===== src/rtl/boot_loader_pkg.sv =====
// Shared types and constants for the MINI-MIPS boot loader sequencer.
package boot_loader_pkg;

  typedef enum logic [2:0] {
    ST_IDLE,
    ST_HEADER,
    ST_LOAD_INST,
    ST_LOAD_DATA,
    ST_RUN,
    ST_HALTED
  } state_t;

  localparam logic [31:0] HALT_WORD_DEFAULT = 32'hFFFF_FFFF;

  localparam int HDR_NI_MSB = 31;
  localparam int HDR_NI_LSB = 16;
  localparam int HDR_ND_MSB = 15;
  localparam int HDR_ND_LSB = 0;

  // Must stay a power of two: data addresses are built by shifting the beat index.
  localparam int DATA_BYTE_STRIDE = 4;

endpackage


===== src/rtl/boot_loader_ctrl.sv =====
// Loads header/instruction/data words from the host into core memories, then runs the core until halt or cycle limit.
// Writes land one cycle after the accepting edge at one word per cycle; s_valid low simply stalls the session.
module boot_loader_ctrl
  import boot_loader_pkg::*;
#(
  parameter int          IADDR_W    = 10,
  parameter int          DADDR_W    = 10,
  parameter logic [31:0] HALT_WORD  = HALT_WORD_DEFAULT,
  parameter int          MAX_CYCLES = 100000
) (
  input  logic               clk,
  input  logic               rst,
  input  logic               start,
  input  logic               s_valid,
  output logic               s_ready,
  input  logic [31:0]        s_data,
  output logic               inst_we,
  output logic [IADDR_W-1:0] inst_write_address,
  output logic [31:0]        inst_write_data,
  output logic               mem_we,
  output logic [DADDR_W-1:0] mem_write_input_address,
  output logic [31:0]        mem_write_input_data,
  output logic               cpu_run,
  input  logic [31:0]        cpu_instr,
  output logic               busy,
  output logic               done,
  output logic               timeout,
  output logic               hdr_err,
  output logic [31:0]        cycle_count
);

  localparam int STRIDE_SH = $clog2(DATA_BYTE_STRIDE);
  localparam int DIDX_W    = DADDR_W - STRIDE_SH;
  localparam int CNT_W     = ((IADDR_W > DIDX_W) ? IADDR_W : DIDX_W) + 1;
  localparam logic [32:0] NI_LIMIT = 33'd1 << IADDR_W;
  localparam logic [32:0] ND_LIMIT = 33'd1 << DIDX_W;

  state_t             state_q, state_d;
  logic [CNT_W-1:0]   beat_cnt_q, beat_cnt_d;
  logic [CNT_W-1:0]   ni_q, ni_d;
  logic [CNT_W-1:0]   nd_q, nd_d;
  logic               inst_we_q, inst_we_d;
  logic [IADDR_W-1:0] inst_addr_q, inst_addr_d;
  logic [31:0]        inst_data_q, inst_data_d;
  logic               mem_we_q, mem_we_d;
  logic [DADDR_W-1:0] mem_addr_q, mem_addr_d;
  logic [31:0]        mem_data_q, mem_data_d;
  logic               cpu_run_q, cpu_run_d;
  logic [31:0]        cycle_count_q, cycle_count_d;
  logic               timeout_q, timeout_d;
  logic               hdr_err_q, hdr_err_d;

  logic        beat;
  logic [15:0] hdr_ni, hdr_nd;
  logic        hdr_ok;

  assign s_ready = (state_q == ST_HEADER) || (state_q == ST_LOAD_INST) || (state_q == ST_LOAD_DATA);
  assign beat    = s_valid && s_ready;
  assign hdr_ni  = s_data[HDR_NI_MSB:HDR_NI_LSB];
  assign hdr_nd  = s_data[HDR_ND_MSB:HDR_ND_LSB];
  assign hdr_ok  = ({17'd0, hdr_ni} <= NI_LIMIT) && ({17'd0, hdr_nd} <= ND_LIMIT);

  always_comb begin
    state_d       = state_q;
    beat_cnt_d    = beat_cnt_q;
    ni_d          = ni_q;
    nd_d          = nd_q;
    inst_we_d     = 1'b0;
    inst_addr_d   = inst_addr_q;
    inst_data_d   = inst_data_q;
    mem_we_d      = 1'b0;
    mem_addr_d    = mem_addr_q;
    mem_data_d    = mem_data_q;
    cycle_count_d = cycle_count_q;
    timeout_d     = timeout_q;
    hdr_err_d     = hdr_err_q;

    case (state_q)
      ST_IDLE, ST_HALTED: begin
        if (start) begin
          state_d       = ST_HEADER;
          cycle_count_d = '0;
          timeout_d     = 1'b0;
          hdr_err_d     = 1'b0;
        end
      end
      ST_HEADER: begin
        if (beat) begin
          ni_d       = CNT_W'(hdr_ni);
          nd_d       = CNT_W'(hdr_nd);
          beat_cnt_d = '0;
          if (!hdr_ok) begin
            hdr_err_d = 1'b1;
            state_d   = ST_IDLE;
          end else if (hdr_ni != 16'd0) begin
            state_d = ST_LOAD_INST;
          end else if (hdr_nd != 16'd0) begin
            state_d = ST_LOAD_DATA;
          end else begin
            state_d = ST_RUN;
          end
        end
      end
      ST_LOAD_INST: begin
        if (beat) begin
          inst_we_d   = 1'b1;
          inst_addr_d = beat_cnt_q[IADDR_W-1:0];
          inst_data_d = s_data;
          beat_cnt_d  = beat_cnt_q + CNT_W'(1);
          if (beat_cnt_q + CNT_W'(1) == ni_q) begin
            beat_cnt_d = '0;
            state_d    = (nd_q != '0) ? ST_LOAD_DATA : ST_RUN;
          end
        end
      end
      ST_LOAD_DATA: begin
        if (beat) begin
          mem_we_d   = 1'b1;
          mem_addr_d = {beat_cnt_q[DIDX_W-1:0], {STRIDE_SH{1'b0}}};
          mem_data_d = s_data;
          beat_cnt_d = beat_cnt_q + CNT_W'(1);
          if (beat_cnt_q + CNT_W'(1) == nd_q) begin
            beat_cnt_d = '0;
            state_d    = ST_RUN;
          end
        end
      end
      ST_RUN: begin
        // The first RUN cycle holds the core in reset while the last write lands; cpu_instr is ignored there.
        if (cpu_run_q) begin
          if (cpu_instr == HALT_WORD) begin
            state_d = ST_HALTED;
          end else begin
            cycle_count_d = cycle_count_q + 32'd1;
            if (cycle_count_q == 32'(MAX_CYCLES - 1)) begin
              state_d   = ST_HALTED;
              timeout_d = 1'b1;
            end
          end
        end
      end
      default: state_d = ST_IDLE;
    endcase

    cpu_run_d = (state_q == ST_RUN) && (state_d == ST_RUN);
  end

  always_ff @(posedge clk) begin
    if (rst) begin
      state_q       <= ST_IDLE;
      beat_cnt_q    <= '0;
      ni_q          <= '0;
      nd_q          <= '0;
      inst_we_q     <= 1'b0;
      inst_addr_q   <= '0;
      inst_data_q   <= '0;
      mem_we_q      <= 1'b0;
      mem_addr_q    <= '0;
      mem_data_q    <= '0;
      cpu_run_q     <= 1'b0;
      cycle_count_q <= '0;
      timeout_q     <= 1'b0;
      hdr_err_q     <= 1'b0;
    end else begin
      state_q       <= state_d;
      beat_cnt_q    <= beat_cnt_d;
      ni_q          <= ni_d;
      nd_q          <= nd_d;
      inst_we_q     <= inst_we_d;
      inst_addr_q   <= inst_addr_d;
      inst_data_q   <= inst_data_d;
      mem_we_q      <= mem_we_d;
      mem_addr_q    <= mem_addr_d;
      mem_data_q    <= mem_data_d;
      cpu_run_q     <= cpu_run_d;
      cycle_count_q <= cycle_count_d;
      timeout_q     <= timeout_d;
      hdr_err_q     <= hdr_err_d;
    end
  end

  assign inst_we                 = inst_we_q;
  assign inst_write_address      = inst_addr_q;
  assign inst_write_data         = inst_data_q;
  assign mem_we                  = mem_we_q;
  assign mem_write_input_address = mem_addr_q;
  assign mem_write_input_data    = mem_data_q;
  assign cpu_run                 = cpu_run_q;
  assign busy                    = (state_q != ST_IDLE) && (state_q != ST_HALTED);
  assign done                    = (state_q == ST_HALTED);
  assign timeout                 = timeout_q;
  assign hdr_err                 = hdr_err_q;
  assign cycle_count             = cycle_count_q;

endmodule


===== config.mk =====
export PLATFORM = sky130hd
export DESIGN_NAME = boot_loader_ctrl
export DESIGN_NICKNAME = d
export VERILOG_FILES = /design/src/rtl/boot_loader_pkg.sv /design/src/rtl/boot_loader_ctrl.sv
export SDC_FILE = /design/constraint.sdc
export NUM_CORES = 1
export LEC_CHECK = 0
export ABC_AREA = 1
export CORE_ASPECT_RATIO = 1.5
export CORE_MARGIN = 2
export CORE_UTILIZATION = 50
export DETAILED_ROUTE_END_ITERATION = 10
export PLACE_DENSITY = 0.92
export SLEW_MARGIN = 20
export SYNTH_ARGS = -nofsm -noshare
export SYNTH_HDL_FRONTEND = slang
export SYNTH_SLANG_ARGS = --single-unit

===== constraint.sdc =====
create_clock -name clk -period 2.8 [get_ports clk]
set_clock_uncertainty 0.1 [all_clocks]
set_input_delay 0.56 -clock clk [delete_from_list [all_inputs] [get_ports clk]]
set_output_delay 0.56 -clock clk [all_outputs]
set_load 0.05 [all_outputs]

# After elaboration in Yosys (flattened, before gate mapping)
# Index checks and enable logic that the tools add are counted.
word_totals:
  reg_bits: 155
op_classes:
  n_lt_le_gt_ge: 2
  n_eq_ne: 19
  n_bitwise: 2
  add_sub_neg: 2
  muxes: 33
  reduce_logical: 24
op_table:
  columns: ["op", "count"]
  rows:
  - ["2-to-1 mux 32 bit", 3]
  - ["one-hot mux 32 bit (2 select lines)", 1]
  - ["2-to-1 mux 11 bit", 5]
  - ["2-to-1 mux 3 bit", 13]
  - ["one-hot mux 11 bit (3 select lines)", 1]
  - ["adder 32 x 1 -> 32 bit (second input constant)", 1]
  - ["== test 32 x 17 -> 1 bit (second input constant)", 1]
  - ["== test 32 bit (second input constant)", 1]
  - ["nonzero test 16 bit", 2]
  - ["== test 11 bit", 2]
  - ["less-or-equal comparator 16 x 11 -> 1 bit (second input constant)", 1]
  - ["less-or-equal comparator 16 x 9 -> 1 bit (second input constant)", 1]
  - ["inequality test 2 bit (second input constant)", 8]
  - ["one-hot mux 3 bit (5 select lines)", 1]
  - ["AND reduction 4 bit", 3]
  - ["adder 11 x 1 -> 11 bit (second input constant)", 1]
  - ["nonzero test 11 bit", 1]
  - ["== test 3 bit (second input constant)", 3]
  - ["2-to-1 mux 1 bit", 7]
  - ["== test 3 x 2 -> 1 bit (second input constant)", 2]
  - ["AND reduction 2 bit", 3]
  - ["nonzero test 3 bit", 2]
  - ["OR reduction 2 bit", 3]
  - ["AND reduction 5 bit", 1]
  - ["8 further kinds", 15]

# Logic depth before layout (Yosys ltp)
logic_depth:
  word_depth: 8
  depth_mapped: 18
  mapped_depth_nobuf: 18

# Worst setup path before layout
# No wires, ideal clock.
synth_timing:
  path_type: "register to register"
  startpoint: "register state_q[2]"
  endpoint: "register cycle_count_q[13], in the netlist cycle_count[13]"
  required_ns: 2.580
  period_less_slack_ns: 2.281
  arrival_time_ns: 2.061
  setup_ns: 0.120
  stages_incl_launch_ff: 12
  setup_slack_ns: 0.519
  cell_sequence: "dfxtp_1 > inv_2 > nor3_4 > a21oi_4 > nand2_1 > nand2_4 > nor3_4 > nand2_2 > nor2_8 > nand2_1 > o21ai_0 > a21oi_1"
synth_between:
  elab_chain_len: 4
synth_rtl:
  columns: ["element", "line", "rtl"]
  rows:
  - ["from (decl)", "boot_loader_ctrl.sv:38", "state_t state_q, state_d;"]
  - ["from (signal assigned)", "boot_loader_ctrl.sv:165", "state_q <= state_d;"]
  - ["== test 3 bit *", null, null]
  - ["net done", "boot_loader_ctrl.sv:26", "output logic done,"]
  - ["OR reduction 2 bit *", "boot_loader_ctrl.sv:78", "case (state_q)"]
  - ["inequality test 2 bit (no line) / nonzero test 2 bit (equally long branches)", null, null]
  - ["AND reduction 4 bit (no line)", null, null]
  - ["to (signal assigned)", "boot_loader_ctrl.sv:176", "cycle_count_q <= cycle_count_d;"]
  - ["to (decl)", "boot_loader_ctrl.sv:49", "logic [31:0] cycle_count_q, cycle_count_d;"]
# Mark *: on every way through the listed nets, which the timed path passes. The rest lies on a longest branch.
# A chain may end at the register's enable or synchronous reset.

# Final worst setup path
layout_timing:
  startpoint: "register state_q[1]"
  endpoint: "output port busy"
layout_between:
  elab_chain_len: 2
layout_rtl:
  columns: ["element", "line", "rtl"]
  rows:
  - ["inequality test 3 bit / nonzero test 3 bit (equally long branches)", "boot_loader_ctrl.sv:189", "assign busy = (state_q != ST_IDLE) && (state_q != ST_HALTED);"]
  - ["logical AND 1 bit *", "boot_loader_ctrl.sv:189", null]
  - ["to (decl)", "boot_loader_ctrl.sv:25", "output logic busy,"]
# Mark *: on every way between the ends. The rest lies on a longest branch, timed or not.

==> summary.md <==
| Metric | Value |
|---|---|
| Final hold violation count | 0 |
| I/O pins | between 150 and 200 |
| Path type of the worst min-delay path | reg -> reg |
| Total negative slack for setup checks | 0 ps |
| TritonCTS clock tree | built |
| Flip-flop and latch count after synthesis | 155 |
| Area growth from synthesis to final layout | 37.2% |
| Peak VDD IR | roughly 0.4 mV |
| Status | complete, no violations |
| Asr flop ratio synth | 0 |
| Biggest area contributors in the synthesized netlist | sky130_fd_sc_hd__dfxtp_1, sky130_fd_sc_hd__nand2_1, sky130_fd_sc_hd__a21oi_1, sky130_fd_sc_hd__o21ai_0, sky130_fd_sc_hd__inv_1 |
| Remaining DRCs | 0 |
| Number of stages on the worst hold path | 1 |
| Clock insertion delay at the later pin of the skew report | about 440 ps |
| Die boundary height | ~150 um |
| Number of routed nets with antenna violations | 0 |
| Width of the die | around 100 um |
| YS warnings | 0 |
| Cell count of the worst reg-to-reg path | 14 |
| P per Cell Area | a little under 500 nW/um2 |
| Worst relative slew slack | 0.550 |
| Time the final worst path needs with I/O delays and setup | between 2000 and 3000 ps |
| Number of max-capacitance violations reported | 0 |
| Hold Startpoint | timeout$_SDFFE_PP0P_ |
| Placed cell area | slightly below 10,000 um2 |
| Effective utilization at floorplan | 0.514 |
| Most common flop cell mapped by yosys | sky130_fd_sc_hd__dfxtp_1 |
| Share of cells above drive strength 1 | 0.0902 |
| Crit path DAT | about 2000 ps |
| Critical register-to-register path endpoint | beat_cnt_q[1]$_SDFFE_PP0P_ |
| Share of power burned in registers | 0.447 |
| Setup repair after global routing missed its margin | false |
| Post-synth top area share | 0.412 |
| Htree depth | 4 |
| Gate count of the mapped netlist | between 1k and 1.5k |
| Clk pin slew, worst setup/hold paths | approximately 70 ps |
| Number of global-route vias before repair | 8,252 |
| Final weighted congestion in routability-driven placement | 0.969 |
| Number of antenna violations at the first check in global routing | 0 |
| Number of enable flip-flop cells after synthesis | 0 |
| DP Wirelength | approximately 18,000 um |
| Total of endpoints with negative setup slack in the final report | 0 |
| IO Port Bufs | about 190 |
| Largest net degree at the start of global routing | around 110 |
| Number of distinct library cells after synthesis | 40 |
| First-pass detailed-route iteration total | 8 |
| Share of synthesized area occupied by flip-flops and latches | 0.412 |
| Routed wire length | between 20,000 and 25,000 um |
| Aggregate global-route resource usage | 0.306 |
| Gate power share | 0.090 |
| Biggest area consumer among synthesized cells | sky130_fd_sc_hd__dfxtp_1 |
| Via Count | 8,304 |
| Uppermost metal layer occupied by signal nets | met4 |
| Average cell area after synthesis | roughly 7 um2 |
| Overall power consumption | 5.08 mW |
| Number of sinks on the clock net | approximately 160 |
| CTS buffer count | 17 |
| Pint | 3.64 mW |
| Wire length of the first global-routing pass | around 40,000 um |
| Cell Rows | 54 |
| Floorplan die area | 16,100 um2 |
| Worst Path Max Fanout | 4 |
| Standard cell core area | roughly 15,000 um2 |
| Post-Route M1 WL | 8870 um |
| WHS | roughly 380 ps |
| Startpoint class of the critical path | flip-flop |
| Maximum buffer depth of the clock tree | 2 |
| Cell chosen for the clock root | sky130_fd_sc_hd__clkbuf_16 |
| 1st-iter DRT viols | 542 |
| Slew at the pin closest to its max-slew limit | ~670 ps |
| Wire length per cell after detailed routing | 16.7 um |
| Required time worst endpoint | 2140 ps |
| Clk network pwr share | 0.464 |
| Final standard cell area without fillers | about 10,000 um2 |
| Vias per inst | ~5.6 |
| Static leakage | a little over 4 nW |
| Switch share | 0.284 |
| Highest achievable clock rate | between 300 and 400 MHz |
| Setup CP Type | reg -> out |
| Final core area utilization | 0.705 |
| Psw | roughly 1.4 mW |
| Count of buffers added by post-CTS timing repair for setup | 0 |
| DR WL met3 | between 1500 and 2000 um |
| Worst R2R Start | beat_cnt_q[1]$_SDFFE_PP0P_ |
| Pins Over Slew Limit | 0 |
| Endpoint, Worst Hold | timeout$_SDFFE_PP0P_ |
| Antenna cell count | 0 |
| Total met2 wirelength after detailed routing | around 13,000 um |
| Post-route clock period utilization | 0.957 |
| Mapped Area | between 7000 and 8000 um2 |
| Register-to-register path setup slack | 230 ps |
| Overflow left after global routing | 0 |
| Number of nets in the final layout | 1,343 |
| Endpoint type of the worst setup path | output port |
| Hold buffer count at cts | 0 |
-- final cells by class --
class                      instances  area (um2)
sequential                       155        3100
multi-input combinational        766        3800
clock buffer                      17         425
fill                            1142        4330
tap                              196         245
timing repair buffer             211        2110
clock inverter                    15         194
inverter                         122         458
-- cells by family (layout without fill, tap and decap cells) --
family	after synthesis	in the layout	synth area share
and+or+nand+nor	481	481	0.295
AOI/OAI and AO/OA	263	263	0.182
other	1	2	0.000498
buffers and inverters	167	365	0.0862
adders and majority gates	2	2	0.00332
xor gates and xnor gates	18	18	0.0209
DFF	155	155	0.412
-- cells in the mapped netlist, drive strengths merged, types with 11 or more instances --
cell type / instances
nand2: 231
dfxtp: 155
a21oi: 139
inv: 119
o21ai: 119
nor2: 110
nand3: 65
clkbuf: 37
nor3: 27
nand4: 22
nor4: 16
xor2: 11
-- power groups by stage --
| stage | Sequential [mW] | Clock (mW) | Combinational (mW) |
|---|---|---|---|
| 3_3_place_gp | 2.31 | 0 | 0.432 |
| 5_1_grt | 2.27 | 2.47 | 0.494 |
| 6_report | 2.27 | 2.36 | 0.455 |
| 2_1_floorplan | 2.30 | 0 | 0.254 |
| 3_5_place_dp | 2.31 | 0 | 0.441 |
| 4_1_cts | 2.27 | 2.37 | 0.449 |
-- worst max path at each step --
stage                                from                            to  slack, ps  cells past startpoint
floorplan           state_q[2]$_SDFF_PP0_  cycle_count[13]$_SDFFE_PP0P_        520                     11
finish              state_q[1]$_SDFF_PP0_                          busy        120                      3
CTS                 state_q[2]$_SDFF_PP0_                          done         80                      3
detailed placement           cpu_instr[9]  cycle_count[18]$_SDFFE_PP0P_        220                     17
global route        state_q[1]$_SDFF_PP0_                          busy         30                      3
global placement             cpu_instr[9]  cycle_count[18]$_SDFFE_PP0P_        270                     17
-- state kept, by name, indices dropped and copies added, names as in the netlist --
signal,flops
inst_we,1
ni_q,11
nd_q,11
hdr_err,1
timeout,1
mem_write_input_data,32
beat_cnt_q,11
cpu_run,1
inst_write_address,10
inst_write_data,32
state_q,3
cycle_count,32
mem_we,1
mem_write_input_address,8
-- stage by stage --
stage	setup slack (ps)	std cells
after floorplan	519	1088
after global placement	275	1450
after detailed placement	225	1450
after CTS	79.8	1482
after global routing	31.2	1482
final	121	1482
-- cells in the final DEF, fill, tap and decap left out, types with 6 or more instances in the layout --
master / Yosys / layout
sky130_fd_sc_hd__a21oi_1: 130 / 130
sky130_fd_sc_hd__a21oi_2: 8 / 8
sky130_fd_sc_hd__buf_4: 3 / 18
sky130_fd_sc_hd__clkbuf_16: 0 / 17
sky130_fd_sc_hd__clkdlybuf4s50_1: 0 / 188
sky130_fd_sc_hd__clkinv_8: 0 / 7
sky130_fd_sc_hd__dfxtp_1: 155 / 155
sky130_fd_sc_hd__inv_1: 112 / 112
sky130_fd_sc_hd__inv_2: 7 / 8
sky130_fd_sc_hd__nand2_1: 217 / 217
sky130_fd_sc_hd__nand2_2: 13 / 13
sky130_fd_sc_hd__nand3_1: 54 / 54
sky130_fd_sc_hd__nand3_2: 11 / 11
sky130_fd_sc_hd__nand4_1: 21 / 21
sky130_fd_sc_hd__nor2_1: 102 / 99
sky130_fd_sc_hd__nor2_2: 5 / 6
sky130_fd_sc_hd__nor3_1: 23 / 23
sky130_fd_sc_hd__nor4_1: 16 / 16
sky130_fd_sc_hd__o21ai_0: 118 / 118
sky130_fd_sc_hd__xnor2_1: 7 / 7
sky130_fd_sc_hd__xor2_1: 11 / 11
-- metal layers --
metal  global-route usage  vias to the layer above
li1                     -                     3956
met1                0.309                     3835
met2                0.565                      412
met3               0.0754                      101
met4                0.178                        0
met5                    0                        -
-- critical path, stage by stage, from the launching register on --
cell and delay (ps):
sky130_fd_sc_hd__dfxtp_1 430, sky130_fd_sc_hd__nor2_2 100, sky130_fd_sc_hd__a21oi_4 220, sky130_fd_sc_hd__clkdlybuf4s50_1 840
-- what timing repair did --
action	in CTS	in global routing
hold endpoints to repair	0	0
setup endpoints to repair	0	1
resized for setup	0	1
Note: power is estimated with default switching activity, not from simulation.
